File: src/rtl/sprite_anim_ctrl.sv
// Sprite ROM sequencer: per-pixel hit test and ROM address for one 4-direction walking sprite.
// Optional build macro SPRITE_ANIM_MIRROR_EN: left-facing frames mirror the right-facing strip.
module sprite_anim_ctrl #(
  parameter int SPR_W    = 28,
  parameter int SPR_H    = 38,
  parameter int FRAMES   = 2,
  parameter int ANIM_DIV = 8,
  parameter int ADDR_W   = 14,
  localparam int FRAME_W = (FRAMES > 1) ? $clog2(FRAMES) : 1
) (
  input  logic               vga_clk,
  input  logic               Reset,
  input  logic [9:0]         DrawX,
  input  logic [9:0]         DrawY,
  input  logic               blank,
  input  logic               frame_tick,
  input  logic [9:0]         PosX,
  input  logic [9:0]         PosY,
  input  logic [1:0]         dir_req,
  input  logic               moving,
  output logic [ADDR_W-1:0]  rom_address,
  output logic               sprite_on,
  output logic [1:0]         cur_dir,
  output logic [FRAME_W-1:0] cur_frame
);

  localparam int DIV_W = (ANIM_DIV > 1) ? $clog2(ANIM_DIV) : 1;

  localparam logic [31:0]        FRAMES32  = 32'(FRAMES);
  localparam logic [31:0]        SPR_W32   = 32'(SPR_W);
  localparam logic [31:0]        SPR_H32   = 32'(SPR_H);
  localparam logic [DIV_W-1:0]   DIV_LAST  = DIV_W'(ANIM_DIV - 1);
  localparam logic [FRAME_W-1:0] FRAME_LAST = FRAME_W'(FRAMES - 1);

  typedef enum logic {STAND, WALK} state_t;

  state_t             state, state_n;
  logic [DIV_W-1:0]   div_cnt, div_cnt_n;
  logic [FRAME_W-1:0] frame_n;
  logic [1:0]         dir_n;

  // Animation FSM: everything advances only on frame_tick so a frame never tears.
  always_comb begin
    state_n   = state;
    div_cnt_n = div_cnt;
    frame_n   = cur_frame;
    dir_n     = cur_dir;
    if (frame_tick) begin
      dir_n = dir_req;
      case (state)
        STAND: begin
          if (moving) begin
            state_n   = WALK;
            div_cnt_n = '0;
            frame_n   = '0;
          end
        end
        WALK: begin
          if (!moving) begin
            state_n   = STAND;
            div_cnt_n = '0;
            frame_n   = '0;
          end else if (div_cnt == DIV_LAST) begin
            div_cnt_n = '0;
            frame_n   = (cur_frame == FRAME_LAST) ? '0 : cur_frame + FRAME_W'(1);
          end else begin
            div_cnt_n = div_cnt + DIV_W'(1);
          end
        end
        default: state_n = STAND;
      endcase
    end
  end

  // Hit test in 11 bits so a sprite near column 639 clips instead of wrapping.
  logic [10:0] draw_x11, draw_y11, pos_x11, pos_y11, x_end, y_end;
  logic [10:0] col, row, col_eff;
  logic [1:0]  strip;
  logic        hit;
  logic [31:0] addr_full;

  always_comb begin
    draw_x11 = {1'b0, DrawX};
    draw_y11 = {1'b0, DrawY};
    pos_x11  = {1'b0, PosX};
    pos_y11  = {1'b0, PosY};
    x_end    = pos_x11 + 11'(SPR_W);
    y_end    = pos_y11 + 11'(SPR_H);
    hit      = (draw_x11 >= pos_x11) && (draw_x11 < x_end) &&
               (draw_y11 >= pos_y11) && (draw_y11 < y_end);
    col      = draw_x11 - pos_x11;
    row      = draw_y11 - pos_y11;
`ifdef SPRITE_ANIM_MIRROR_EN
    if (cur_dir == 2'd3) begin
      strip   = 2'd1;
      col_eff = 11'(SPR_W - 1) - col;
    end else begin
      strip   = cur_dir;
      col_eff = col;
    end
`else
    strip   = cur_dir;
    col_eff = col;
`endif
    addr_full = (((32'(strip) * FRAMES32 + 32'(cur_frame)) * SPR_H32 + 32'(row)) * SPR_W32)
                + 32'(col_eff);
  end

  always_ff @(posedge vga_clk) begin
    if (Reset) begin
      state       <= STAND;
      div_cnt     <= '0;
      cur_frame   <= '0;
      cur_dir     <= '0;
      rom_address <= '0;
      sprite_on   <= 1'b0;
    end else begin
      state       <= state_n;
      div_cnt     <= div_cnt_n;
      cur_frame   <= frame_n;
      cur_dir     <= dir_n;
      rom_address <= hit ? addr_full[ADDR_W-1:0] : '0;
      sprite_on   <= hit & blank;
    end
  end

endmodule

File: config.mk
export PLATFORM = sky130hd
export DESIGN_NAME = sprite_anim_ctrl
export DESIGN_NICKNAME = d
export VERILOG_FILES = /design/src/rtl/sprite_anim_ctrl.sv
export SDC_FILE = /design/constraint.sdc
export NUM_CORES = 1
export LEC_CHECK = 0
export BUFFER_PORTS_ARGS = -buffer_cell sky130_fd_sc_hd__buf_4
export CAP_MARGIN = 0
export CORE_UTILIZATION = 53
export DETAILED_ROUTE_END_ITERATION = 6
export GPL_TIMING_DRIVEN = 0
export PLACE_DENSITY = 0.79
export SYNTH_ARGS = -nofsm -noshare
export SYNTH_HDL_FRONTEND = slang
export SYNTH_SLANG_ARGS = --single-unit
File: constraint.sdc
create_clock -name vga_clk -period 5.5 [get_ports vga_clk]
set_input_delay 0.275 -clock vga_clk [delete_from_list [all_inputs] [get_ports vga_clk]]
set_output_delay 0.275 -clock vga_clk [all_outputs]
set_load 0.05 [all_outputs]
==> PnR_summary.wiki <==
{| class="wikitable"
! Metric !! Value
|-
| I/O pin count || 65
|-
| Register-to-Register Setup Slack || 0.38 ns
|-
| WP data required || 5.72 ns
|-
| Status || complete, no violations
|-
| Unrepaired setup endpoints after global routing || no
|-
| Number of flops mapped to enable cells by yosys || 0
|-
| Wirelength, routed || 7.787 mm
|-
| DR DRC count || 0
|-
| Nature of the critical path startpoint || input port
|-
| Pre-antenna DRT Iters || 4
|-
| Syn-to-layout area delta || 18.37%
|-
| First-pass GRT wire length || 13.35 mm
|-
| Final core area utilization || 65.04%
|-
| Worst-case hold path end point || sprite_on
|-
| Area inside the core boundary || 0.006832 mm²
|-
| Endpoints failing setup || 0
|-
| RR Endpoint || rom_address[13]
|-
| Clock-pin slew on the worst setup and hold paths || 0.09 ns
|-
| PD cells || 560.0 mW/mm²
|-
| Endpoints failing hold || 0
|-
| Count of distinct cell types in the synthesized netlist || 61
|-
| Crit-path max cell delay || 0.54 ns
|-
| Average wire per cell in the routed design || 12.54 µm
|-
| Largest buffer count on any clock path || 2
|-
| Post-route minimum period || 5.160 ns
|-
| Quantity of I/O buffers inserted on ports || 62
|-
| Sequential element share of the synthesized area || 11.73%
|-
| Standard-cell row count || 30
|-
| Prevailing post-synth register cell || sky130_fd_sc_hd__dfxtp_1
|-
| Syn Inst Count || 458
|-
| Register-to-Register Path Depth || 20
|-
| Signal arrival time at the worst endpoint || 5.38 ns
|-
| Worst-margin pin slew || 0.6294 ns
|-
| Worst Hold Depth || 3
|-
| Total global-route track usage || 21.72%
|-
| Critical path start-end classification || input port to flop
|-
| Die Span Y || 86.16 µm
|-
| Slowest stage cell, crit path || sky130_fd_sc_hd__fa_1
|-
| Largest net degree at the start of global routing || 14
|-
| Area of the mapped netlist || 0.003754 mm²
|-
| Syn nets || 593
|-
| Number of buffers inserted during clock tree synthesis || 3
|-
| Initial core utilization || 54.95%
|-
| CP endpoint kind || flop
|-
| Peak supply drop || 802.6 µV
|-
| Yosys reg bits || 22
|-
| Routed vias/inst || 5.332
|-
| Number of global-route vias before repair || 3138
|-
| Relative slew slack || 58.00%
|-
| Total Nets Final || 661
|-
| Number of diodes added for antenna fixing || 0
|-
| Antenna violations before repair || 0
|-
| Average instance area after synthesis || 8.196 µm²
|-
| Count of nets left with antenna violations after detail routing || 0
|-
| Buffers & Inverters on Critical Path || 5
|-
| Ys async rst share || 0%
|-
| Tcrit/Tclk final || 93.83%
|-
| Maximum level of the CTS H-tree || 1
|-
| Hold_sp || blank
|-
| Total number of yosys warnings || 0
|-
| Cell chosen for the clock root || sky130_fd_sc_hd__clkbuf_8
|-
| Maxcap violations || 0
|-
| Area of the die || 0.007423 mm²
|-
| Final worst clock skew || 0.009952 ns
|-
| Violation count after the first detailed-route iteration || 104
|-
| Class of the most critical hold timing path || input port to flop
|-
| Max FO, Critical Path || 5
|-
| Remaining Overflow, GRT || 0
|-
| Source-to-sink clock delay at the later pin of the worst-skew pair || 0.27 ns
|-
| Kind of cell adding the most delay to the critical path || adder cells
|-
| Routability-driven placement congestion ratio || 0.8396
|-
| Clock sink count || 22
|-
| Reg-to-reg startpoint || cur_dir[0]
|-
| Layout cell share with drive strength beyond 1 || 15.43%
|-
| Standby leakage power || 2.296 nW
|-
| TritonCTS clock tree || built
|-
| Number of pins exceeding their max-slew limit in the final report || 0
|-
| Maximum clock rate || 193.8 MHz
|-
| Floorplan die width || 86.16 µm
|-
| CP dominant cell by count || sky130_fd_sc_hd__inv_1
|-
| Detailed Place HPWL || 6.627 mm
|-
| Filler cell count in the final layout || 615
|-
| Vias || 3311
|-
| CP Cell Sequence || buf_4 > inv_1 > ha_1 > fa_1 > inv_1 > ha_1 > fa_1 > a21o_1 > a21oi_1 > xnor2_2 > inv_1 > fa_1 > inv_1 > ha_1 > and3_1 > a2111o_1 > a211oi_2 > nor2_1 > a21o_1 > a21oi_2 > xor2_1 > xnor3_1 > nor2_2
|-
| Worst hold margin || 0.2251 ns
|}
cell usage after synthesis (all sizes together) (2+ instances only):
| cell type | instances | area share [%] |
|---|---|---|
| and2 | 2 | 0.40 |
| o41ai | 2 | 0.97 |
| o31a | 2 | 0.47 |
| a31oi | 2 | 0.33 |
| o21ai | 20 | 2.7 |
| o2111ai | 3 | 0.87 |
| xnor2 | 30 | 7.0 |
| buf | 2 | 0.23 |
| fa | 11 | 5.9 |
| and3 | 5 | 0.83 |
| mux2i | 6 | 1.6 |
| o21a | 13 | 2.6 |
| a21oi | 23 | 3.2 |
| clkbuf | 3 | 0.30 |
| ha | 77 | 26 |
| nand2b | 7 | 1.2 |
| dfxtp | 22 | 12 |
| a22oi | 3 | 0.60 |
| nor3 | 11 | 1.5 |
| nand4 | 2 | 0.33 |
| inv | 53 | 5.3 |
| nand3 | 10 | 1.3 |
| a211oi | 6 | 1.3 |
| nor2b | 17 | 2.8 |
| o221ai | 2 | 0.63 |
| a21boi | 2 | 0.40 |
| xor2 | 23 | 5.4 |
| or2 | 2 | 0.33 |
| a21o | 16 | 3.2 |
| nand2 | 18 | 1.8 |
| o21bai | 2 | 0.40 |
| nor2 | 43 | 4.4 |
tightest hold or removal path, stage by stage:
cell and delay (ns):
sky130_fd_sc_hd__buf_4 0.08, sky130_fd_sc_hd__inv_1 0.03, sky130_fd_sc_hd__nor2_1 0.08
cell usage in the layout (no fill, tap or decap), types with 2 or more instances in the layout:
cell type,count
sky130_fd_sc_hd__o2111ai_1,2
sky130_fd_sc_hd__o21a_1,13
sky130_fd_sc_hd__buf_4,63
sky130_fd_sc_hd__a211oi_1,5
sky130_fd_sc_hd__a22oi_1,3
sky130_fd_sc_hd__o21ai_0,18
sky130_fd_sc_hd__nand3_1,10
sky130_fd_sc_hd__o21bai_1,2
sky130_fd_sc_hd__nor2_1,42
sky130_fd_sc_hd__mux2i_1,6
sky130_fd_sc_hd__nand2_1,18
sky130_fd_sc_hd__a31oi_1,2
sky130_fd_sc_hd__nand2b_1,7
sky130_fd_sc_hd__nor3_1,11
sky130_fd_sc_hd__clkbuf_8,3
sky130_fd_sc_hd__a21o_1,16
sky130_fd_sc_hd__clkbuf_1,3
sky130_fd_sc_hd__xnor2_1,29
sky130_fd_sc_hd__xor2_1,23
sky130_fd_sc_hd__nand4_1,2
sky130_fd_sc_hd__a21oi_1,22
sky130_fd_sc_hd__dfxtp_1,21
sky130_fd_sc_hd__nor2b_1,17
sky130_fd_sc_hd__inv_1,53
sky130_fd_sc_hd__o31a_1,2
sky130_fd_sc_hd__ha_1,77
sky130_fd_sc_hd__o21ai_1,2
sky130_fd_sc_hd__fa_1,11
sky130_fd_sc_hd__and3_1,5
cell type report:
cell class	count	area, µm²	area share, %
Buffer	5	20.02	0.4506
Clock buffer	3	41.29	0.9293
Clock inverter	1	30.03	0.6759
Inverter	53	198.9	4.478
Multi-Input combinational cell	378	3118	70.18
Sequential cell	22	441.7	9.941
Tap cell	96	120.1	2.703
Timing Repair Buffer	63	473.0	10.64
metal layers:
layer / vias up / part of all wire (%) / global-route usage, %
met1: 1515 / 49 / 29.99
met4: 0 / 0.89 / 2.424
li1: 1735 / - / -
met3: 9 / 3.2 / 3.176
met2: 52 / 47 / 36.87
met5: - / 0 / 0
worst max-delay path by stage:
stage	from	to	cells past startpoint
after global routing	DrawY[0]	rom_address[13]	24
final	DrawY[0]	rom_address[13]	23
after detailed placement	DrawY[0]	rom_address[12]	22
after CTS	cur_dir[0]	rom_address[12]	20
after floorplan	cur_dir[0]	rom_address[13]	20
after global placement	DrawY[0]	rom_address[12]	22
report_power, final:
part | leakage (nW) | switching [mW] | internal [mW]
combinational | 2.08 | 1.12 | 1.04
sequential | 0.178 | 0.00582 | 0.172
clock | 0.0357 | 0.0554 | 0.0973
per-stage QoR:
step	std cells	TNS [ns]	cell area [µm²]	setup WS (ns)	total power [mW]
after floorplan	458	0	3754	0.001218	1.959
final	621	0	4443	0.3396	2.488
after detailed placement	616	-0.6099	4339	-0.2952	2.279
after global placement	616	-0.4867	4339	-0.2378	2.236
after global routing	621	0	4443	0.005637	2.783
after CTS	620	0	4414	0.07007	2.467
cell families after synthesis:
group	share of synthesized area [%]
compound gates	20.50
xor+xnor	12.97
fa+ha+maj	31.53
buf+inv	5.833
flops	11.73
mux	1.600
simple gates	15.83
state kept, by name, indices dropped and copies added, names as in the netlist:
name	flops
state	1
cur_frame	1
sprite_on	1
cur_dir	2
rom_address	14
div_cnt	3
what timing repair did:
action                     4_1_cts  5_1_grt
setup buffers                    0        1
resized for setup                1        5
pin swaps                        0        0
hold buffers                     0        0
hold endpoints to repair         0        0
cloned                           0        0
setup endpoints to repair        2        3
No activity file was read; power rests on OpenSTA's default activity.
